<file path="src/rtl/pwm_pkg.sv">
// pwm_pkg: shared types and constants for the PWM driver and the PID stage feeding it
package pwm_pkg;
    localparam int DUTY_W = 8;
    localparam logic [DUTY_W-1:0] CNT_MAX = 8'd254;
    typedef enum logic [1:0] {OFF, DEAD, DRIVE_HI, DRIVE_LO} pwm_state_e;
endpackage

</file>
<file path="src/rtl/pwm_if.sv">
// pwm_if: controller-facing bundle of the PWM driver (enable, duty request, gate drives, strobes)
interface pwm_if;
    import pwm_pkg::*;
    logic              en;
    logic [DUTY_W-1:0] duty;
    logic              pwm_hi;
    logic              pwm_lo;
    logic              period_start;
    logic [DUTY_W-1:0] duty_active;
    modport master (output en, duty, input pwm_hi, pwm_lo, period_start, duty_active);
    modport slave  (input en, duty, output pwm_hi, pwm_lo, period_start, duty_active);
endinterface

</file>
<file path="src/rtl/pwm_deadtime.sv">
// pwm_deadtime: turns the raw PWM level into a complementary gate pair separated by dead-time
module pwm_deadtime
    import pwm_pkg::*;
#(
    parameter int DEADTIME = 2
)(
    input  logic clk,
    input  logic rst_n,
    input  logic i_en,
    input  logic i_raw,
    output logic o_pwm_hi,
    output logic o_pwm_lo
);
    localparam logic [7:0] DT = 8'(DEADTIME);
    pwm_state_e r_state;
    pwm_state_e w_state_nx;
    pwm_state_e w_drive;
    logic [7:0] r_dtcnt;
    logic [7:0] w_dtcnt_nx;
    assign w_drive = i_raw ? DRIVE_HI : DRIVE_LO;
    // State register: async reset drops both gates at once
    always_ff @(posedge clk or negedge rst_n) begin
        if (!rst_n) begin
            r_state <= OFF;
            r_dtcnt <= '0;
        end else begin
            r_state <= w_state_nx;
            r_dtcnt <= w_dtcnt_nx;
        end
    end
    // Next state: every change of drive passes through DEAD; the timer is not restarted by raw toggling
    always_comb begin
        w_state_nx = r_state;
        w_dtcnt_nx = r_dtcnt;
        if (!i_en) begin
            w_state_nx = OFF;
            w_dtcnt_nx = '0;
        end else if (r_state == DEAD) begin
            w_state_nx = (r_dtcnt == 8'd1) ? w_drive : DEAD;
            w_dtcnt_nx = r_dtcnt - 8'd1;
        end else if (r_state != w_drive) begin
            w_state_nx = (DT == 8'd0) ? w_drive : DEAD;
            w_dtcnt_nx = DT;
        end
    end
    // Output decode: each gate maps to its own state, so both can never be on together
    always_comb begin
        o_pwm_hi = (r_state == DRIVE_HI);
        o_pwm_lo = (r_state == DRIVE_LO);
    end
endmodule

</file>
<file path="src/rtl/pwm_driver.sv">
// pwm_driver: 255-tick PWM with double-buffered duty, period strobe and dead-time gate pair
module pwm_driver
    import pwm_pkg::*;
#(
    parameter int PRESCALE = 4,
    parameter int DEADTIME = 2
)(
    input  logic clk,
    input  logic rst_n,
    pwm_if.slave bus
);
    localparam logic [15:0] PRE_MAX = 16'(PRESCALE - 1);
    logic [15:0]       r_pre;
    logic [DUTY_W-1:0] r_cnt;
    logic [DUTY_W-1:0] r_duty;
    logic              r_en_q;
    logic              r_ps;
    logic              w_run;
    logic              w_tick;
    logic              w_wrap;
    logic              w_load;
    logic              w_raw;
    // The first enabled cycle only loads duty and strobes; counting starts on the next one
    assign w_run  = bus.en & r_en_q;
    assign w_tick = w_run & (r_pre == PRE_MAX);
    assign w_wrap = w_tick & (r_cnt == CNT_MAX);
    assign w_load = bus.en & (w_wrap | ~r_en_q);
    assign w_raw  = r_cnt < r_duty;
    // Prescaler and period counter, both parked at zero while disabled
    always_ff @(posedge clk or negedge rst_n) begin
        if (!rst_n) begin
            r_pre <= '0;
            r_cnt <= '0;
        end else begin
            r_pre <= (w_run && !w_tick) ? r_pre + 16'd1 : '0;
            r_cnt <= (!w_run || w_wrap) ? '0 : w_tick ? r_cnt + 8'd1 : r_cnt;
        end
    end
    // Shadow duty and period strobe update only at period boundaries or on enable
    always_ff @(posedge clk or negedge rst_n) begin
        if (!rst_n) begin
            r_en_q <= 1'b0;
            r_ps   <= 1'b0;
            r_duty <= '0;
        end else begin
            r_en_q <= bus.en;
            r_ps   <= w_load;
            if (w_load) r_duty <= bus.duty;
        end
    end
    assign bus.period_start = r_ps;
    assign bus.duty_active  = r_duty;
    pwm_deadtime #(.DEADTIME(DEADTIME)) u_deadtime (
        .clk      (clk),
        .rst_n    (rst_n),
        .i_en     (bus.en),
        .i_raw    (w_raw),
        .o_pwm_hi (bus.pwm_hi),
        .o_pwm_lo (bus.pwm_lo)
    );
endmodule

</file>
<file path="src/flat_wrapper.sv">
// flat-port wrapper written by rule: the top's interface ports become plain ports
module pwm_driver_flat import pwm_pkg::*;
#(
    parameter int PRESCALE = 4,
    parameter int DEADTIME = 2
)
  (clk, rst_n, bus_en, bus_duty, bus_pwm_hi, bus_pwm_lo, bus_period_start, bus_duty_active);
  pwm_if bus_i ();
  input  logic clk;
  input  logic rst_n;
  input wire logic [$bits(bus_i.en)-1:0] bus_en;
  input wire logic [$bits(bus_i.duty)-1:0] bus_duty;
  output wire logic [$bits(bus_i.pwm_hi)-1:0] bus_pwm_hi;
  output wire logic [$bits(bus_i.pwm_lo)-1:0] bus_pwm_lo;
  output wire logic [$bits(bus_i.period_start)-1:0] bus_period_start;
  output wire logic [$bits(bus_i.duty_active)-1:0] bus_duty_active;
  assign bus_i.en = bus_en;
  assign bus_i.duty = bus_duty;
  assign bus_pwm_hi = bus_i.pwm_hi;
  assign bus_pwm_lo = bus_i.pwm_lo;
  assign bus_period_start = bus_i.period_start;
  assign bus_duty_active = bus_i.duty_active;
  pwm_driver #(.PRESCALE(PRESCALE), .DEADTIME(DEADTIME)) u_core (.clk(clk), .rst_n(rst_n), .bus(bus_i));
endmodule
</file>
<file path="config.mk">
export PLATFORM = sky130hd
export DESIGN_NAME = pwm_driver_flat
export DESIGN_NICKNAME = d
export VERILOG_FILES = /design/src/rtl/pwm_pkg.sv /design/src/rtl/pwm_if.sv /design/src/rtl/pwm_deadtime.sv /design/src/rtl/pwm_driver.sv /design/src/flat_wrapper.sv
export SDC_FILE = /design/constraint.sdc
export NUM_CORES = 1
export LEC_CHECK = 0
export CORE_MARGIN = 4
export CORE_UTILIZATION = 45
export DETAILED_ROUTE_END_ITERATION = 8
export GPL_ROUTABILITY_DRIVEN = 0
export PLACE_DENSITY_LB_ADDON = 0.12
export SYNTH_ARGS = -nofsm -noshare
export SYNTH_HDL_FRONTEND = slang
export SYNTH_SLANG_ARGS = --single-unit
export TNS_END_PERCENT = 50
</file>
<file path="constraint.sdc">
create_clock -name clk -period 5.04 [get_ports clk]
set_input_delay 1.008 -clock clk [delete_from_list [all_inputs] [get_ports clk]]
set_output_delay 1.008 -clock clk [all_outputs]
set_load 0.005 [all_outputs]
</file>
* Word-level counts from Yosys, hierarchy flattened
Cells that the tools add are included. Widths: inputs -> output; s select.
Cells by class: add/subtract/negate cells 3, magnitude comparators 1, equality and inequality tests 8, multiplexer cells 11, bitwise operators 6, reductions and logical operators 5
Operators with widths (count):
- $mux 8 | 5
- $add 16x1->16 const B | 1
- $eq 16x2->1 const B | 1
- $mux 16 | 1
- $add 8x1->8 const B | 1
- $eq 8x1->1 const B | 1
- $eq 8x8->1 const B | 1
- $lt 8x8->1 | 1
- $mux 2 | 4
- $sub 8x1->8 const B | 1
- $and 1x1->1 | 4
- $eq 2x2->1 const B | 2
- $ne 3x1->1 const B | 1
- $eq 2x1->1 const B | 1
- $logic_not 1->1 | 2
- $ne 2x2->1 | 1
- $reduce_bool 2->1 | 1
- $logic_and 1x1->1 | 1
- $logic_or 1x1->1 | 1
- $mux 1 | 1
- $not 1->1 | 1
- $or 1x1->1 | 1
Storage, ports and cells: register bits 44, input bits 11, output and inout bits 11, logic and storage cells 41

* Depth between registers and ports, before layout
word-level depth 6, gate-level depth with buffers 7, gate-level depth less buffers 7

* Modules after synthesis
Synthesis repeated with hierarchy kept, for this count alone.
Second synthesis, totals: cells, all modules 223, area, all modules 2421.1 µm²
Modules (own cells, without submodules):
- pwm_driver | instances 1, cells an instance 166, area each 1841.8 µm², sequential area each 850.8 µm²
- pwm_deadtime | instances 1, cells an instance 57, area each 579.3 µm², sequential area each 250.2 µm²

* Least setup slack after synthesis
OpenSTA, ideal clock, no wires.
path kind input to register, from input bus_en, to register u_core.r_cnt[4], setup time 0.135 ns, data arrival time 2.078 ns, required time 4.905 ns, setup slack 2.827 ns, stages 7, path buffers 2, path through buf_2 -> nand2_1 -> a41o_2 -> buf_2 -> nand4_1 -> xor2_1 -> nor3_1
Between the ends: longest elaborated chain between the ends 5
Ends and longest elaborated chain:
- start: declaration | RTL line flat_wrapper.sv:11 | input wire logic [$bits(bus_i.en)-1:0] bus_en;
- $and 1x1->1 * | RTL line pwm_driver.sv:24 | assign w_run = bus.en & r_en_q;
- $and 1x1->1 | RTL line pwm_driver.sv:25 | assign w_tick = w_run & (r_pre == PRE_MAX);
- $and 1x1->1 | RTL line pwm_driver.sv:26 | assign w_wrap = w_tick & (r_cnt == CNT_MAX);
- $logic_or 1x1->1 | RTL line pwm_driver.sv:36 | r_cnt <= (!w_run || w_wrap) ? '0 : w_tick ? r_cnt + 8'd1 : r_cnt;
- $mux 8 / $reduce_bool 2->1 (equally long branches)
- end signal: assignment | RTL line pwm_driver.sv:36
- end: declaration | RTL line pwm_driver.sv:14 | logic [DUTY_W-1:0] r_cnt;
Mark *: on every way between the ends. The rest lies on a longest branch, timed or not. A chain may end at the register's enable or synchronous reset.

* Worst setup path after layout
from input bus_en, to register u_core.r_cnt[7]
The elaborated chain is that of the path after synthesis.

==> flow_summary.toml <==
[logic_synthesis]
ys.warnings.count = 0
ys_seq_area_frac = 0.451
synth_nets = 267
yosysTopAreaCell = "dfrtp_1"
yosys-top-cells-area = "dfrtp_1 (45%), ha_1 (6.2%), xor2_1 (4.7%), mux2_2 (4.2%), nor2_1 (3.7%)"
syn_area_um2 = 2440
synthCells = 244
postSynth.asyncResetShare = 1.00
avgSynthCellArea_um2 = 10.0
synth_top_area_frac = 0.451
synth_commonest_cells = "dfrtp_1 (44), nor2_1 (24), inv_1 (16), nand2_1 (16), xor2_1 (13)"
ys.flop_type = "dfrtp_1"
synth_most_common_cell = "dfrtp_1"
synth_edf_count = 0
ys_seq_elements = 44
ys_types = 47

[sta]
period_needed_ns = 2.87
finalSetupViolCount = 0
hold_viol = 0
min_period_over_period = 0.569
fmax_mhz = 348
rsz0062_at_grt = "no"
setup_tns_ns = 0
worstMarginPinSlew_ns = 0.985
fin_skew_ns = 0.0103
relSlewSlack = 0.343
fin_ws_ns = 2.17
drv_slew = 0

[layout]
stdcell_area_um2 = 2830
area_growth_pct = 16.1
diodes = 0
final_core_util = 0.548
n_fill_cell = 474
drive_above_1_share = 0.127
layout.nets = 290

[detailed_routing]
route.vias.total = 1858
first_pass_iters = 4
wl_um = 4850
drt_iter0_drc = 74
postRouteAntennaNets = 0
wire_per_inst_um = 14.4
drc = 0
avgViaCountPerCell = 5.50

[clocking]
cts-root-buf = "clkbuf_8"
clk_pin_slew_worst_paths_ns = 0.09
cts_tree = "yes"
cts_max_level = 2
max-clock-path-buffers = 2
cts_buffers = 5
post-cts-setup-buffers = 0
clock_sinks = 44
cts_resized = 0
ctsHoldBuffers = 0
clkLatencyLatePin_ns = 0.30

[power_and_ir_drop]
power_density_nw_per_um2 = 290
total_power_mw = 0.821
ir_worst_vdd_mv = 0.161
p_leak_nw = 1.26

[floorplanning]
initial_core_util = 0.472
die_area_um2 = 6670
pin_count = 22
die_x_um = 81.7
coreArea_um2 = 5170
rows = 26
die_h_um = 81.7

[grt]
grt_pass1_wl_um = 8550
use_met3 = 0.0329
globalRouteOverflowTotal = 0
grt_max_degree = 45
grt.busiest_layer = "met2"
grt_pass1_vias = 1851
grt_util_met1 = 0.224
antenna_found_initial = 0
use_met2 = 0.265
grt_usage = 0.164

[worst_setup_path]
worstPathMaxFanout = 21
worstSetupPathType = "in2reg"
cp-end-kind = "flop"
startpoint_type = "input pin"
worstPathRequired_ns = 5.23
cp_data_arrival_time_ns = 3.06

[placement]
io_buffer_count = 21
preCtsSetupSlack_ns = 1.84
place_hpwl_um = 3400
place_area_um2 = 2710

[worst_hold_path]
hold_class = "reg2reg"

[outcome]
status = "complete, no violations"

[run]
max-cap-violations = 0
logic make-up after synthesis:
logic type,after synthesis,synth area share
xor gates and xnor gates,15,0.0538
AOI/OAI and AO/OA,45,0.132
DFF,44,0.451
and+or+nand+nor,97,0.225
adders and majority gates,12,0.0615
buffers and inverters,22,0.0349
muxes,9,0.0415
final cells by class:
class | instances | area, µm² | share of cell area
flip-flops and latches | 44 | 1100 | 0.389
multi-input cells | 178 | 1250 | 0.443
well taps | 70 | 87.6 | 0.0309
repair buffers | 21 | 205 | 0.0724
inverters | 17 | 63.8 | 0.0225
clock buffers | 6 | 82.6 | 0.0291
clock inverters | 2 | 38.8 | 0.0137
layer usage:
metal  vias to the layer above  wire length, µm
li1                        921                -
met1                       896             2350
met2                        36             2290
met3                         5              168
met4                         0               43
met5                         -                0
stage by stage:
| step | instances | hold slack [ns] |
|---|---|---|
| floorplan | 244 | 0.424 |
| global placement | 330 | 0.446 |
| detailed placement | 330 | 0.445 |
| CTS | 338 | 0.457 |
| global route | 338 | 0.480 |
| finish | 338 | 0.454 |
cells in the final DEF (no fill, tap or decap), types with 2 or more instances in the layout:
cell             Yosys  final
nand2_1             16     16
and2_1               4      4
o211ai_1             4      4
a31oi_1              6      6
and4_1               3      3
nand4_1              9      9
clkdlybuf4s50_1      0     20
xnor2_1              2      2
o21ai_0             10     10
xor2_1              13     13
o31a_1               4      4
nand4b_1             3      3
nor2_1              24     24
a21oi_1              8      8
nor4_2               2      2
o31ai_1              2      2
or2_2                2      2
nor3_1               8      8
or3_1                4      4
nand3_1              8      8
ha_1                12     12
mux2_2               9      9
dfrtp_1             44     44
and3_1               3      3
o21a_1               3      3
inv_1               16     16
nand2b_1             2      2
clkbuf_8             0      6
registers in the layout, indices dropped and copies added (netlist names):
| register | count |
|---|---|
| u_core.u_deadtime.r_dtcnt | 8 |
| u_core.bus.period_start | 1 |
| u_core.u_deadtime.r_state | 2 |
| u_core.r_cnt | 8 |
| u_core.r_en_q | 1 |
| u_core.r_pre | 16 |
| u_core.bus.duty_active | 8 |
path summary, 6_finish.rpt:
check | from | endpoint | slack (ns) | cells after the start
setup / recovery | bus_en | u_core.r_cnt[7] | 2.17 | 5
max in group asynchronous | rst_n | u_core.u_deadtime.r_state[1] | 3.56 | 1
hold reg to reg | u_core.r_pre[0] | u_core.r_pre[0] | 0.45 | 1
hold / removal | u_core.r_pre[0] | u_core.r_pre[0] | 0.45 | 1
setup reg to reg | u_core.r_pre[0] | u_core.bus.duty_active[3] | 2.82 | 6
min in group asynchronous | rst_n | u_core.r_pre[8] | 0.87 | 1
critical path, stage by stage:
cell and delay [ns]:
clkdlybuf4s50_1 0.74, nand2_1 0.33, a41o_2 0.48, nand4_1 0.16, mux2_2 0.33
power by group:
| part | leakage [nW] | internal, mW | switching, mW |
|---|---|---|---|
| sequential | 0.585 | 0.374 | 0.0205 |
| combinational | 0.611 | 0.0693 | 0.0722 |
| clock | 0.0614 | 0.162 | 0.123 |
(Power assumes the default switching activity.)
